==> config.mk <==
export PLATFORM = sky130hd
export DESIGN_NAME = div_iter_flat
export DESIGN_NICKNAME = d
export VERILOG_FILES = /design/src/rtl/div_iter_if.sv /design/src/rtl/div_iter.sv /design/src/flat_wrapper.sv
export SDC_FILE = /design/constraint.sdc
export NUM_CORES = 1
export LEC_CHECK = 0
export ABC_CLOCK_PERIOD_IN_PS = 7010
export BUFFER_PORTS_ARGS = -buffer_cell sky130_fd_sc_hd__buf_2
export CORE_UTILIZATION = 62
export DETAILED_ROUTE_END_ITERATION = 12
export PLACE_DENSITY = 0.82
export SYNTH_ARGS = -nofsm -noshare
export SYNTH_HDL_FRONTEND = slang
export SYNTH_SLANG_ARGS = --single-unit
export TNS_END_PERCENT = 50
==> constraint.sdc <==
create_clock -name clk -period 7.01 [get_ports clk]
set_clock_uncertainty 0.15 [all_clocks]
set_input_delay 1.402 -clock clk [delete_from_list [all_inputs] [get_ports clk]]
set_output_delay 1.402 -clock clk [all_outputs]
set_load 0.01 [all_outputs]
==> src/rtl/div_iter_if.sv <==
// Request/response bundle for the iterative divider: one request channel, one result pulse.
// Latency: none (wires only).
// Backpressure: the request side obeys in_ready; the result side has none (sample res on out_valid).
interface div_iter_if #(
  parameter int XLEN = 32
);
  logic            in_valid;
  logic            in_ready;
  logic [XLEN-1:0] a;
  logic [XLEN-1:0] b;
  logic [1:0]      op;
  logic            kill;
  logic            out_valid;
  logic [XLEN-1:0] res;

  // Issuing side (execute stage / bench)
  modport master (
    output in_valid, a, b, op, kill,
    input  in_ready, out_valid, res
  );

  // Divider side
  modport slave (
    input  in_valid, a, b, op, kill,
    output in_ready, out_valid, res
  );
endinterface

==> src/rtl/div_iter.sv <==
// Iterative radix-2 restoring divider for DIV/DIVU/REM/REMU, one operation in flight.
// Latency: out_valid in the XLEN+1'th cycle after the accepting edge (2nd cycle for
//   b==0 / signed overflow when DIV_EARLY_OUT_EN is defined); in_ready returns the cycle after.
// Backpressure: in_ready low while busy; no output backpressure, res held until the next result.
// op encoding: 0 DIV, 1 DIVU, 2 REM, 3 REMU (bit0 = unsigned, bit1 = return remainder).
module div_iter #(
  parameter int XLEN = 32
) (
  input  logic       clk,
  input  logic       reset,
  div_iter_if.slave  bus
);

  localparam int CW = $clog2(XLEN);
  localparam logic [XLEN-1:0] MIN_NEG = {1'b1, {(XLEN-1){1'b0}}};

`ifdef DIV_EARLY_OUT_EN
  localparam bit EARLY_OUT = 1'b1;
`else
  localparam bit EARLY_OUT = 1'b0;
`endif

  typedef enum logic [1:0] {
    IDLE = 2'd0,
    BUSY = 2'd1,
    DONE = 2'd2
  } state_t;

  state_t          state_q;
  logic            in_ready_q;
  logic            out_valid_q;
  logic [XLEN-1:0] res_q;
  logic [XLEN-1:0] rem_q;
  logic [XLEN-1:0] quo_q;
  logic [XLEN-1:0] dvs_q;
  logic [XLEN-1:0] a_q;
  logic [CW-1:0]   cnt_q;
  logic            rem_sel_q;
  logic            neg_quo_q;
  logic            neg_rem_q;
  logic            zero_q;
  logic            ovf_q;

  // Request decode: signedness, operand magnitudes and the two special cases
  logic            op_signed_d;
  logic            sign_a_d;
  logic            sign_b_d;
  logic [XLEN-1:0] abs_a_d;
  logic [XLEN-1:0] abs_b_d;
  logic            b_zero_d;
  logic            ovf_d;
  logic            accept_d;
  logic [CW-1:0]   cnt_start_d;

  // Decode the incoming request; only consumed in IDLE
  always_comb begin
    op_signed_d = ~bus.op[0];
    sign_a_d    = op_signed_d & bus.a[XLEN-1];
    sign_b_d    = op_signed_d & bus.b[XLEN-1];
    abs_a_d     = sign_a_d ? (-bus.a) : bus.a;
    abs_b_d     = sign_b_d ? (-bus.b) : bus.b;
    b_zero_d    = (bus.b == '0);
    ovf_d       = op_signed_d && (bus.a == MIN_NEG) && (bus.b == '1);
    accept_d    = bus.in_valid & in_ready_q & ~bus.kill;
    // Early-out reuses the last BUSY step: the forced result is picked in the final fix-up
    cnt_start_d = (EARLY_OUT && (b_zero_d || ovf_d)) ? '0 : CW'(XLEN - 1);
  end

  // One restoring step plus the result fix-up applied on the final step
  logic [XLEN:0]   rem_sh_d;
  logic [XLEN:0]   dif_d;
  logic            ge_d;
  logic [XLEN-1:0] rem_nx_d;
  logic [XLEN-1:0] quo_nx_d;
  logic [XLEN-1:0] quo_fix_d;
  logic [XLEN-1:0] rem_fix_d;
  logic [XLEN-1:0] res_d;

  // Shift-subtract step and sign / special-case correction of the outcome
  always_comb begin
    rem_sh_d = {rem_q, quo_q[XLEN-1]};
    dif_d    = rem_sh_d - {1'b0, dvs_q};
    // rem < divisor is invariant, so the difference sign bit is a clean compare
    ge_d     = ~dif_d[XLEN];
    rem_nx_d = ge_d ? dif_d[XLEN-1:0] : rem_sh_d[XLEN-1:0];
    quo_nx_d = {quo_q[XLEN-2:0], ge_d};

    if (zero_q) begin
      quo_fix_d = '1;
      rem_fix_d = a_q;
    end else if (ovf_q) begin
      quo_fix_d = MIN_NEG;
      rem_fix_d = '0;
    end else begin
      quo_fix_d = neg_quo_q ? (-quo_nx_d) : quo_nx_d;
      rem_fix_d = neg_rem_q ? (-rem_nx_d) : rem_nx_d;
    end
    res_d = rem_sel_q ? rem_fix_d : quo_fix_d;
  end

  // Control FSM with registered handshake outputs and datapath registers
  always_ff @(posedge clk or posedge reset) begin
    if (reset) begin
      state_q     <= IDLE;
      in_ready_q  <= 1'b1;
      out_valid_q <= 1'b0;
      res_q       <= '0;
      rem_q       <= '0;
      quo_q       <= '0;
      dvs_q       <= '0;
      a_q         <= '0;
      cnt_q       <= '0;
      rem_sel_q   <= 1'b0;
      neg_quo_q   <= 1'b0;
      neg_rem_q   <= 1'b0;
      zero_q      <= 1'b0;
      ovf_q       <= 1'b0;
    end else begin
      case (state_q)
        IDLE: begin
          out_valid_q <= 1'b0;
          if (accept_d) begin
            state_q    <= BUSY;
            in_ready_q <= 1'b0;
            rem_q      <= '0;
            quo_q      <= abs_a_d;
            dvs_q      <= abs_b_d;
            a_q        <= bus.a;
            cnt_q      <= cnt_start_d;
            rem_sel_q  <= bus.op[1];
            neg_quo_q  <= sign_a_d ^ sign_b_d;
            neg_rem_q  <= sign_a_d;
            zero_q     <= b_zero_d;
            ovf_q      <= ovf_d;
          end
        end
        BUSY: begin
          if (bus.kill) begin
            state_q    <= IDLE;
            in_ready_q <= 1'b1;
          end else begin
            rem_q <= rem_nx_d;
            quo_q <= quo_nx_d;
            cnt_q <= cnt_q - 1'b1;
            if (cnt_q == '0) begin
              state_q     <= DONE;
              out_valid_q <= 1'b1;
              res_q       <= res_d;
            end
          end
        end
        DONE: begin
          // Result already committed; a kill here changes nothing
          state_q     <= IDLE;
          out_valid_q <= 1'b0;
          in_ready_q  <= 1'b1;
        end
        default: begin
          state_q     <= IDLE;
          out_valid_q <= 1'b0;
          in_ready_q  <= 1'b1;
        end
      endcase
    end
  end

  assign bus.in_ready  = in_ready_q;
  assign bus.out_valid = out_valid_q;
  assign bus.res       = res_q;

endmodule

==> src/flat_wrapper.sv <==
// flat-port wrapper written by rule: the top's interface ports become plain ports
module div_iter_flat 
#(
  parameter int XLEN = 32
)
  (clk, reset, bus_in_valid, bus_a, bus_b, bus_op, bus_kill, bus_in_ready, bus_out_valid, bus_res);
  div_iter_if #(.XLEN(XLEN)) bus_i ();
  input  logic clk;
  input  logic reset;
  input wire logic [$bits(bus_i.in_valid)-1:0] bus_in_valid;
  input wire logic [$bits(bus_i.a)-1:0] bus_a;
  input wire logic [$bits(bus_i.b)-1:0] bus_b;
  input wire logic [$bits(bus_i.op)-1:0] bus_op;
  input wire logic [$bits(bus_i.kill)-1:0] bus_kill;
  output wire logic [$bits(bus_i.in_ready)-1:0] bus_in_ready;
  output wire logic [$bits(bus_i.out_valid)-1:0] bus_out_valid;
  output wire logic [$bits(bus_i.res)-1:0] bus_res;
  assign bus_i.in_valid = bus_in_valid;
  assign bus_i.a = bus_a;
  assign bus_i.b = bus_b;
  assign bus_i.op = bus_op;
  assign bus_i.kill = bus_kill;
  assign bus_in_ready = bus_i.in_ready;
  assign bus_out_valid = bus_i.out_valid;
  assign bus_res = bus_i.res;
  div_iter #(.XLEN(XLEN)) u_core (.clk(clk), .reset(reset), .bus(bus_i));
endmodule
==> results of run 1 <==
==> layer usage <==
metal / up-vias / global-route usage, %
met4: 0 / 14.17
li1: 5996 / -
met2: 769 / 58.42
met5: - / 0
met1: 6137 / 57.10
met3: 108 / 8.188
==> worst paths after layout <==
path / start / end / slack, ns / cells after the start
min: u_core.bus.res[9]$_DFFE_PP0P_ / u_core.bus.res[9]$_DFFE_PP0P_ / 0.31 / 2
max reg2reg: u_core.quo_q[31]$_DFFE_PP0P_ / u_core.bus.res[28]$_DFFE_PP0P_ / 1.65 / 19
max in group asynchronous: reset / u_core.dvs_q[20]$_DFFE_PP0P_ / 4.50 / 3
max: u_core.quo_q[31]$_DFFE_PP0P_ / u_core.bus.res[28]$_DFFE_PP0P_ / 1.65 / 19
min reg2reg: u_core.bus.res[9]$_DFFE_PP0P_ / u_core.bus.res[9]$_DFFE_PP0P_ / 0.31 / 2
min in group asynchronous: reset / u_core.a_q[24]$_DFFE_PP0P_ / 0.84 / 2
==> power by group <==
group / internal (mW) / switching [mW]
combinational: 0.0662 / 0.112
clock: 0.480 / 0.489
sequential: 1.02 / 0.0230
==> state kept, by name, summed over array words and instances, names as in the netlist <==
name	flops
u_core.ovf_q	1
u_core.state_q	2
u_core.bus.res	32
u_core.zero_q	1
u_core.a_q	32
u_core.quo_q	32
u_core.rem_q	32
u_core.cnt_q	5
u_core.bus.out_valid	1
u_core.bus.in_ready	1
u_core.rem_sel_q	1
u_core.neg_rem_q	1
u_core.dvs_q	32
u_core.neg_quo_q	1
==> kinds of logic after synthesis <==
kind of cell	Yosys count
AO/OA/AOI/OAI	494
XOR/XNOR	141
adder cells (fa/ha/maj)	40
buffers and inverters	144
flip-flops	174
multiplexers	29
AND/OR/NAND/NOR	637
==> final cells by class <==
class	instances	area share, %
multi-input combinational	1341	56.54
sequential	174	30.81
timing repair buffer	121	4.602
clock buffer	17	3.009
tap	270	2.390
inverter	52	1.416
clock inverter	15	1.239
==> per-stage QoR <==
stage               total power [mW]  setup slack, ns  cell area, um^2  utilization [%]
floorplan                      1.155           0.7428            12870                -
global placement               1.228            1.965            13540            66.69
detailed placement             1.232            1.819            13540            66.69
CTS                            2.183            1.799            14140            69.64
global route                   2.245            1.324            14140            69.64
finish                         2.185            1.649            14140            69.64
==> cells in the final DEF, fill, tap and decap left out, types with 13 or more instances in the layout <==
cell type and count:
nor2_1 125, nand4_1 18, clkbuf_16 17, or3_1 21
xnor2_1 59, o21ai_0 194, buf_2 103, mux2i_1 23
o211ai_1 20, ha_1 39, nand2b_1 14, a31oi_1 13
o31ai_1 23, nand3_1 15, buf_4 18, dfrtp_1 173
inv_1 49, nand2_1 311, a21oi_1 120, xor2_1 82
nor3_1 40
==> worst reg2reg max path: stages (launching register included) <==
cell,delay (ns)
dfrtp_1,0.43
inv_1,0.08
ha_1,0.22
fa_1,0.41
nand2b_1,0.20
a21oi_1,0.20
o21ai_1,0.21
o211ai_2,0.36
mux2i_1,0.23
buf_4,0.21
nand2_2,0.07
buf_4,0.33
o21ai_0,0.42
ha_1,0.34
o21ai_0,0.27
nand4bb_1,0.37
o31ai_1,0.38
xor2_1,0.19
a21oi_1,0.09
o21ai_1,0.14
==> out/results.txt, run 1 <==
Status: completed
Worst relative slew slack: 25.45%
Yosys top cell area share: 33.63%
Filler cell count: 1754
Post-Synth XOR/XNOR Area: 9.594%
Synth cell types: 77
M1 WL: 17.72 mm
Syn Nets: 1769
Post-synthesis compound-gate area fraction: 23.37%
Row count: 52
Clock root buffer: clkbuf_16
Largest family of logic cells by synthesized area: compound AO/OA/AOI/OAI gates
Power per cell area: 154.6 nW/um^2
H-tree Lvls: 4
# setup viols final: 0
Die H: 146.1 um
VDD IR max: 0.0001581 V
Clock Latency Late Sink: 0.45 ns
Register Area: 4355 um^2
RSZ-0062 raised after global routing: false
Iter 0 DRT Violations: 1546
Final hold violation count: 0
IO buf count: 103
Post-synthesis adder-cell area fraction: 3.946%
Layout cell share with drive strength beyond 1: 11.16%
Crit path capture type: flip-flop
Crit path largest cell delay: 0.43 ns
Async SR Flop Fraction: 100.0%
Shortest period the worst path allows: 5.361 ns
#FFs+latches synth: 174
Post-synthesis simple-gate area fraction: 22.65%
Number of CTS-inserted buffers: 17
Vias in the first global route: 11910
Total GRT Usage: 39.45%
Hold_buf cts: 0
Finished Layout Cells: 1990
Routed wire length: 41.43 mm
Synth area leader: dfrtp_1
Post-CTS sizing: 0
Commonest cells in the synthesized netlist: nand2_1 (311), o21ai_0 (194), dfrtp_1 (173)
Mux cell area share after synthesis: 2.343%
Count leader, synth: nand2_1
Sequential area share after synthesis: 33.84%
Initial antenna violation count: 0
Placed cell count: 1958
Core area: 20300 um^2
Post-layout net count: 1817
Buf+Inv Stages, Crit Path: 3
Clk pin slew, worst setup/hold paths: 0.08 ns
Worst Tran Pin Value: 1.118 ns
Post-CTS Setup Bufs: 0
Leak pwr: 6.436 nW
Clk sinks: 174
Starting Density: 63.41%
Hold Path Class: flip-flop to flip-flop
Fmax: 0.1865 GHz
EDFF count, synth: 0
Worst Setup Path Type: flip-flop to flip-flop
Max-capacitance violation count: 0
First-pass GRT wire length: 65.45 mm
Period utilization: 76.48%
Routed wire per std cell: 20.82 um
HPWL after DPL: 31.04 mm
Multi-input gate area: 7993 um^2
Max clock buf depth: 2
Main area contributors after synthesis: dfrtp_1 (34%), nand2_1 (9.1%), o21ai_0 (7.5%), xor2_1 (5.6%), a21oi_1 (4.7%)
Post-detailed-route count of antenna-violating nets: 0
Via count: 13010
Synthesized area per cell: 7.759 um^2
Top routing layer in use: met4
Fin Hold WS: 0.3145 ns
Ports: 104
Drt pass-1 iters: 6
Slew Viols, Final: 0
TNS Setup: 0 ns
CP cell instances: inv_1, ha_1, fa_1, nand2b_1, a21oi_1, o21ai_1, o211ai_2, mux2i_1, buf_4, nand2_2, buf_4, o21ai_0, ha_1, o21ai_0, nand4bb_1, o31ai_1, xor2_1, a21oi_1, o21ai_1
Syn. warnings: 0
Post-Syn Instances: 1659
WL met3: 4.504 mm
GP Congestion: 0.9836
Largest net degree at the start of global routing: 72
GRT overflow: 0
CP startpoint kind: flip-flop
Die area: 21340 um^2
Diodes inserted: 0
Area growth from synthesis to layout: 9.827%
Vias per cell: 6.538
CP Max Fanout: 45
WP data required: 7.24 ns
Kind of cell adding the most delay to the critical path: compound AO/OA/AOI/OAI gates
Detailed-route DRC error count: 0
Top_reg_cell synth: dfrtp_1
Critical path's slowest cell: dfrtp_1
Metal2 WL: 17.93 mm
CTS tree: yes
Critical Path AT: 5.59 ns
Die W: 146.1 um
Netlist Area Pre-Place: 12870 um^2
No activity file was read; power rests on OpenSTA's default activity.
==> inputs of run 2 (changes only) <==
--- a/config.mk
+++ b/config.mk
@@ -5,7 +5,7 @@
 export SDC_FILE = /design/constraint.sdc
 export NUM_CORES = 1
 export LEC_CHECK = 0
-export ABC_CLOCK_PERIOD_IN_PS = 7010
+export ABC_CLOCK_PERIOD_IN_PS = 4950
 export BUFFER_PORTS_ARGS = -buffer_cell sky130_fd_sc_hd__buf_2
 export CORE_UTILIZATION = 62
 export DETAILED_ROUTE_END_ITERATION = 12
==> constraint.sdc (replaced) <==
create_clock -name clk -period 4.95 [get_ports clk]
set_clock_uncertainty 0.15 [all_clocks]
set_input_delay 0.99 -clock clk [delete_from_list [all_inputs] [get_ports clk]]
set_output_delay 0.99 -clock clk [all_outputs]
set_load 0.01 [all_outputs]
==> out/results.txt, run 2 (same netlist as run 1, synthesis figures left out) <==
Status: completed
Die W: 146.1 um
Die H: 146.1 um
Final hold violation count: 0
Ports: 104
Initial antenna violation count: 0
Worst Setup Path Type: flip-flop to flip-flop
Diodes inserted: 0
HPWL after DPL: 31.89 mm
Routed wire per std cell: 21.36 um
Clk pin slew, worst setup/hold paths: 0.07 ns
First-pass GRT wire length: 67.43 mm
Fmax: 0.2107 GHz
Row count: 52
CP Max Fanout: 4
Worst relative slew slack: 22.89%
Filler cell count: 1681
Multi-input gate area: 8028 um^2
Max clock buf depth: 2
WP data required: 5.13 ns
# setup viols final: 0
Routed wire length: 43.02 mm
Post-detailed-route count of antenna-violating nets: 0
Detailed-route DRC error count: 0
Clock Latency Late Sink: 0.44 ns
Crit path capture type: flip-flop
Starting Density: 63.41%
Hold_buf cts: 0
CTS tree: yes
Period utilization: 95.89%
Hold Path Class: flip-flop to flip-flop
H-tree Lvls: 4
Most common cell after layout, fill and taps aside: nand2_1
Critical Path AT: 4.92 ns
Leak pwr: 6.591 nW
Area growth from synthesis to layout: 11.96%
Worst Tran Pin Value: 1.157 ns
Largest net degree at the start of global routing: 129
Core area: 20300 um^2
GP Congestion: 0.9615
Total GRT Usage: 40.73%
Shortest period the worst path allows: 4.746 ns
Post-layout net count: 1842
Power per cell area: 223.2 nW/um^2
Clock root buffer: clkbuf_16
Power Total: 3.216 mW
VDD IR max: 0.0002227 V
Slew Viols, Final: 0
Max-capacitance violation count: 0
Clk sinks: 174
Vias per cell: 6.538
CP startpoint kind: flip-flop
Die area: 21340 um^2
Iter 0 DRT Violations: 1788
Commonest cells after routing, fill and taps aside: nand2_1 (311), o21ai_0 (192), dfrtp_1 (173)
GRT overflow: 0
Layout cell share with drive strength beyond 1: 12.67%
Number of CTS-inserted buffers: 17
Via count: 13170
IO buf count: 103
Register Area: 4355 um^2
Vias in the first global route: 12130
Util after Layout: 70.99%
Drt pass-1 iters: 7
==> run 2: cell count changes in the layout (fill, tap and decap cells not counted), sizes merged <==
cell / before / now
bufinv: 0 / 4
clkinv: 8 / 6
clkinvlp: 2 / 1
inv: 57 / 55
buf: 121 / 146
==> run 2: worst paths after layout <==
| path | from | to | slack [ns] | cells past startpoint |
|---|---|---|---|---|
| worst max-delay path | u_core.quo_q[31]$_DFFE_PP0P_ | u_core.bus.res[31]$_DFFE_PP0P_ | 0.20 | 17 |
| worst min-delay path | u_core.bus.res[11]$_DFFE_PP0P_ | u_core.bus.res[11]$_DFFE_PP0P_ | 0.31 | 2 |
| worst max register to register | u_core.quo_q[31]$_DFFE_PP0P_ | u_core.bus.res[31]$_DFFE_PP0P_ | 0.20 | 17 |
| worst min register to register | u_core.bus.res[11]$_DFFE_PP0P_ | u_core.bus.res[11]$_DFFE_PP0P_ | 0.31 | 2 |
| max in group asynchronous | reset | u_core.dvs_q[6]$_DFFE_PP0P_ | 3.47 | 3 |
| min in group asynchronous | reset | u_core.bus.res[17]$_DFFE_PP0P_ | 0.55 | 3 |
==> run 2: through the flow <==
step                      setup WS, ns  cells  hold WS [ns]  setup TNS [ns]  cell area, um^2
after CTS                      0.06882   2013        0.3180               0            14370
final                           0.2037   2014        0.3132               0            14410
after floorplan                -0.6645   1659        0.2868          -2.979            12880
after detailed placement        0.1307   1982        0.3014               0            13740
after global placement          0.2273   1982        0.2976               0            13740
after global routing          -0.01058   2014        0.3420        -0.01058            14410
==> run 2: metal layers <==
layer	vias up	part of all wire, %	GRT usage [%]
met5	-	0	0
met4	0	2.6	11.51
met3	91	12	11.31
met2	836	44	60.50
met1	6206	42	58.17
li1	6034	-	-
==> run 2: power breakdown <==
group	leakage, nW	switching [mW]	total, mW	internal [mW]
Sequential	2.36	0.0317	1.47	1.44
Clock	0.310	0.630	1.48	0.853
Combinational	3.92	0.164	0.263	0.0986
==> run 2: repair_timing <==
action	CTS	global route
setup buffers	0	1
setup endpoints to repair	0	7
gates resized for setup	0	8
hold endpoints to repair	0	0
==> run 2: critical path: stages, from the launching register on <==
cell and delay, ns:
dfrtp_1 0.37, inv_1 0.08, ha_1 0.22, fa_1 0.42
nand2b_4 0.18, a21oi_2 0.19, o21ai_2 0.13, o211ai_2 0.22
buf_4 0.17, mux2_4 0.31, or4_4 0.50, or4b_1 0.53
a222oi_1 0.34, buf_4 0.18, a41oi_1 0.12, xnor2_1 0.16
a221oi_1 0.27, o21ai_1 0.09
==> run 2: cell type report <==
cell class                      count  share of cell area, %
Clock buffer                       17                  2.952
Timing Repair Buffer              146                  5.991
Tap cell                          270                  2.344
Inverter                           52                  1.380
Clock inverter                     14                  1.406
Sequential cell                   174                  30.22
Multi-Input combinational cell   1341                  55.70
==> inputs of run 3 (changes only) <==
--- a/config.mk
+++ b/config.mk
@@ -7,9 +7,12 @@
 export LEC_CHECK = 0
 export ABC_CLOCK_PERIOD_IN_PS = 4950
 export BUFFER_PORTS_ARGS = -buffer_cell sky130_fd_sc_hd__buf_2
-export CORE_UTILIZATION = 62
+export CELL_PAD_IN_SITES_DETAIL_PLACEMENT = 1
+export CELL_PAD_IN_SITES_GLOBAL_PLACEMENT = 2
+export CORE_UTILIZATION = 37
+export CTS_BUF_LIST = sky130_fd_sc_hd__clkbuf_4
 export DETAILED_ROUTE_END_ITERATION = 12
-export PLACE_DENSITY = 0.82
+export PLACE_DENSITY_LB_ADDON = 0.1
 export SYNTH_ARGS = -nofsm -noshare
 export SYNTH_HDL_FRONTEND = slang
 export SYNTH_SLANG_ARGS = --single-unit
==> out/results.txt, run 3 (same netlist as run 1, synthesis figures left out) <==
Status: completed
CP cell instances: ha_1, nand4_1, a211oi_1, o21ai_2, o211ai_2, buf_4, mux2_4, or4_4, or4b_1, a222oi_1, a41oi_1, xnor2_1, a221oi_1, o21ai_1
Cell internal pwr: 1.907 mW
Hold_buf cts: 0
Hold Path Class: flip-flop to flip-flop
Vias per cell: 5.776
Power per cell area: 189.7 nW/um^2
Critical path's slowest cell: or4b_1
Power Total: 2.736 mW
Period utilization: 97.07%
Total GRT Usage: 28.77%
Initial antenna violation count: 4
M2 GR Usage: 42.77%
Max-capacitance violation count: 0
Hold Crit Start: u_core.bus.res[14]$_DFFE_PP0P_
Critical Path AT: 5.21 ns
Layout cell share with drive strength beyond 1: 13.24%
Post-layout net count: 1857
Die W: 188.5 um
Worst r2r dst: u_core.bus.res[31]$_DFFE_PP0P_
Worst Setup Path Type: flip-flop to flip-flop
Hold endpoint: u_core.bus.res[14]$_DFFE_PP0P_
WP depth: 14
Drt pass-1 iters: 5
Starting Density: 38.01%
Area growth from synthesis to layout: 12.03%
# setup viols final: 0
Leak pwr: 6.522 nW
Gate power share: 9.8%
Crit path largest cell delay: 0.55 ns
Clk pwr share: 36.4%
VDD IR max: 0.0001247 V
GR Util met3: 4.898%
First-pass GRT wire length: 78.01 mm
Max clock buf depth: 2
Routed wire length: 49.85 mm
HPWL after DPL: 38.37 mm
Crit path capture type: flip-flop
Via count: 12770
Filler cell count: 4277
H-tree Lvls: 4
Register Area: 4355 um^2
Reg-to-reg slack, setup: 0.15 ns
Placed inst area: 14080 um^2
GRT overflow: 0
Buf+Inv Stages, Crit Path: 1
Finished Cell Area: 14420 um^2
Fmax: 0.2081 GHz
Worst setup startpoint: u_core.rem_q[13]$_DFFE_PP0P_
Reg2reg path depth: 14
Slew Viols, Final: 0
Vias in the first global route: 12790
Post-detailed-route count of antenna-violating nets: 0
GP Congestion: 0.8877
IO buf count: 103
Kind of cell adding the most delay to the critical path: compound AO/OA/AOI/OAI gates
Worst hold stages: 2
Clock root buffer: clkbuf_4
TNS Setup: 0 ns
Die area: 35540 um^2
Largest net degree at the start of global routing: 175
Sequential power share: 53.8%
CP startpoint kind: flip-flop
GR Util met1: 42.80%
Routed wire per std cell: 22.56 um
Switch share: 30.31%
Worst relative slew slack: 29.83%
Iter 0 DRT Violations: 701
Most Crowded Layer GR: met1
CP Max Fanout: 7
Clk pin slew, worst setup/hold paths: 0.19 ns
Reg-to-reg startpoint: u_core.rem_q[13]$_DFFE_PP0P_
WP data required: 5.35 ns
Multi-input gate area: 8000 um^2
Worst Tran Pin Value: 1.053 ns
RSZ-0062 raised after global routing: true
Shortest period the worst path allows: 4.805 ns
Row count: 67
CTS tree: yes
Number of CTS-inserted buffers: 17
Commonest cells after routing, fill and taps aside: nand2_1 (311), o21ai_0 (193), dfrtp_1 (173)
Detailed-route DRC error count: 0
Final hold violation count: 0
Clk sinks: 174
Ports: 104
Core area: 33870 um^2
Most common cell after layout, fill and taps aside: nand2_1
Die H: 188.5 um
NetSw: 829.5 uW
Clock Latency Late Sink: 0.67 ns
[run 3: how the worst max path moves through the flow]
stage	to	slack, ns
5_1_grt	u_core.bus.res[31]$_DFFE_PP0P_	-0.06
3_3_place_gp	u_core.bus.res[31]$_DFFE_PP0P_	0.17
3_5_place_dp	u_core.bus.res[31]$_DFFE_PP0P_	0.06
4_1_cts	u_core.bus.res[31]$_DFFE_PP0P_	0.02
2_1_floorplan	u_core.bus.res[28]$_DFFE_PP0P_	-0.66
6_report	u_core.bus.res[31]$_DFFE_PP0P_	0.15
[run 3: stage by stage]
stage          setup slack, ns  util, %  instances  hold WS [ns]
6_report                0.1452    42.58       2210        0.3318
5_1_grt               -0.05981    42.57       2209        0.3682
4_1_cts                0.02400    42.54       2208        0.3405
3_5_place_dp           0.06069    41.58       2176        0.3040
3_3_place_gp            0.1670    41.58       2176        0.2988
2_1_floorplan          -0.6645        -       1659        0.2868
[run 3: metal layers]
metal	wire length, um	part of all wire, %	vias to the layer above
met5	0	0	-
met4	702	1.4	0
met3	2462	4.9	34
met2	21650	43	279
met1	25040	50	6380
li1	-	-	6072
[run 3: area by class of cell]
type / count / share of cell area (%)
clock inverters: 15 / 1.371
repair buffers: 161 / 6.767
flip-flops and latches: 174 / 30.20
diodes: 2 / 0.03470
multi-input cells: 1341 / 55.47
clock buffers: 17 / 0.8850
inverters: 52 / 1.379
well taps: 448 / 3.887
[run 3: worst reg2reg max path, stage by stage (launching register included)]
cell and delay [ns]:
dfrtp_1 0.47, ha_1 0.42, nand4_1 0.23, a211oi_1 0.30, o21ai_2 0.16, o211ai_2 0.22
buf_4 0.17, mux2_4 0.32, or4_4 0.50, or4b_1 0.55, a222oi_1 0.46, a41oi_1 0.19
xnor2_1 0.16, a221oi_1 0.29, o21ai_1 0.09
[run 3: power groups by stage]
| stage | clock network [mW] | registers (mW) | logic, mW |
|---|---|---|---|
| 2_1_floorplan | 0 | 1.49 | 0.150 |
| 3_3_place_gp | 0 | 1.50 | 0.264 |
| 3_5_place_dp | 0 | 1.50 | 0.268 |
| 4_1_cts | 1.02 | 1.47 | 0.269 |
| 5_1_grt | 1.07 | 1.48 | 0.300 |
| 6_report | 0.996 | 1.47 | 0.267 |
[run 3: timing repair]
action,4_1_cts,5_1_grt
setup endpoints to repair,0,9
gates resized for setup,0,3
endpoints found under the hold margin,0,0
setup buffers,0,0
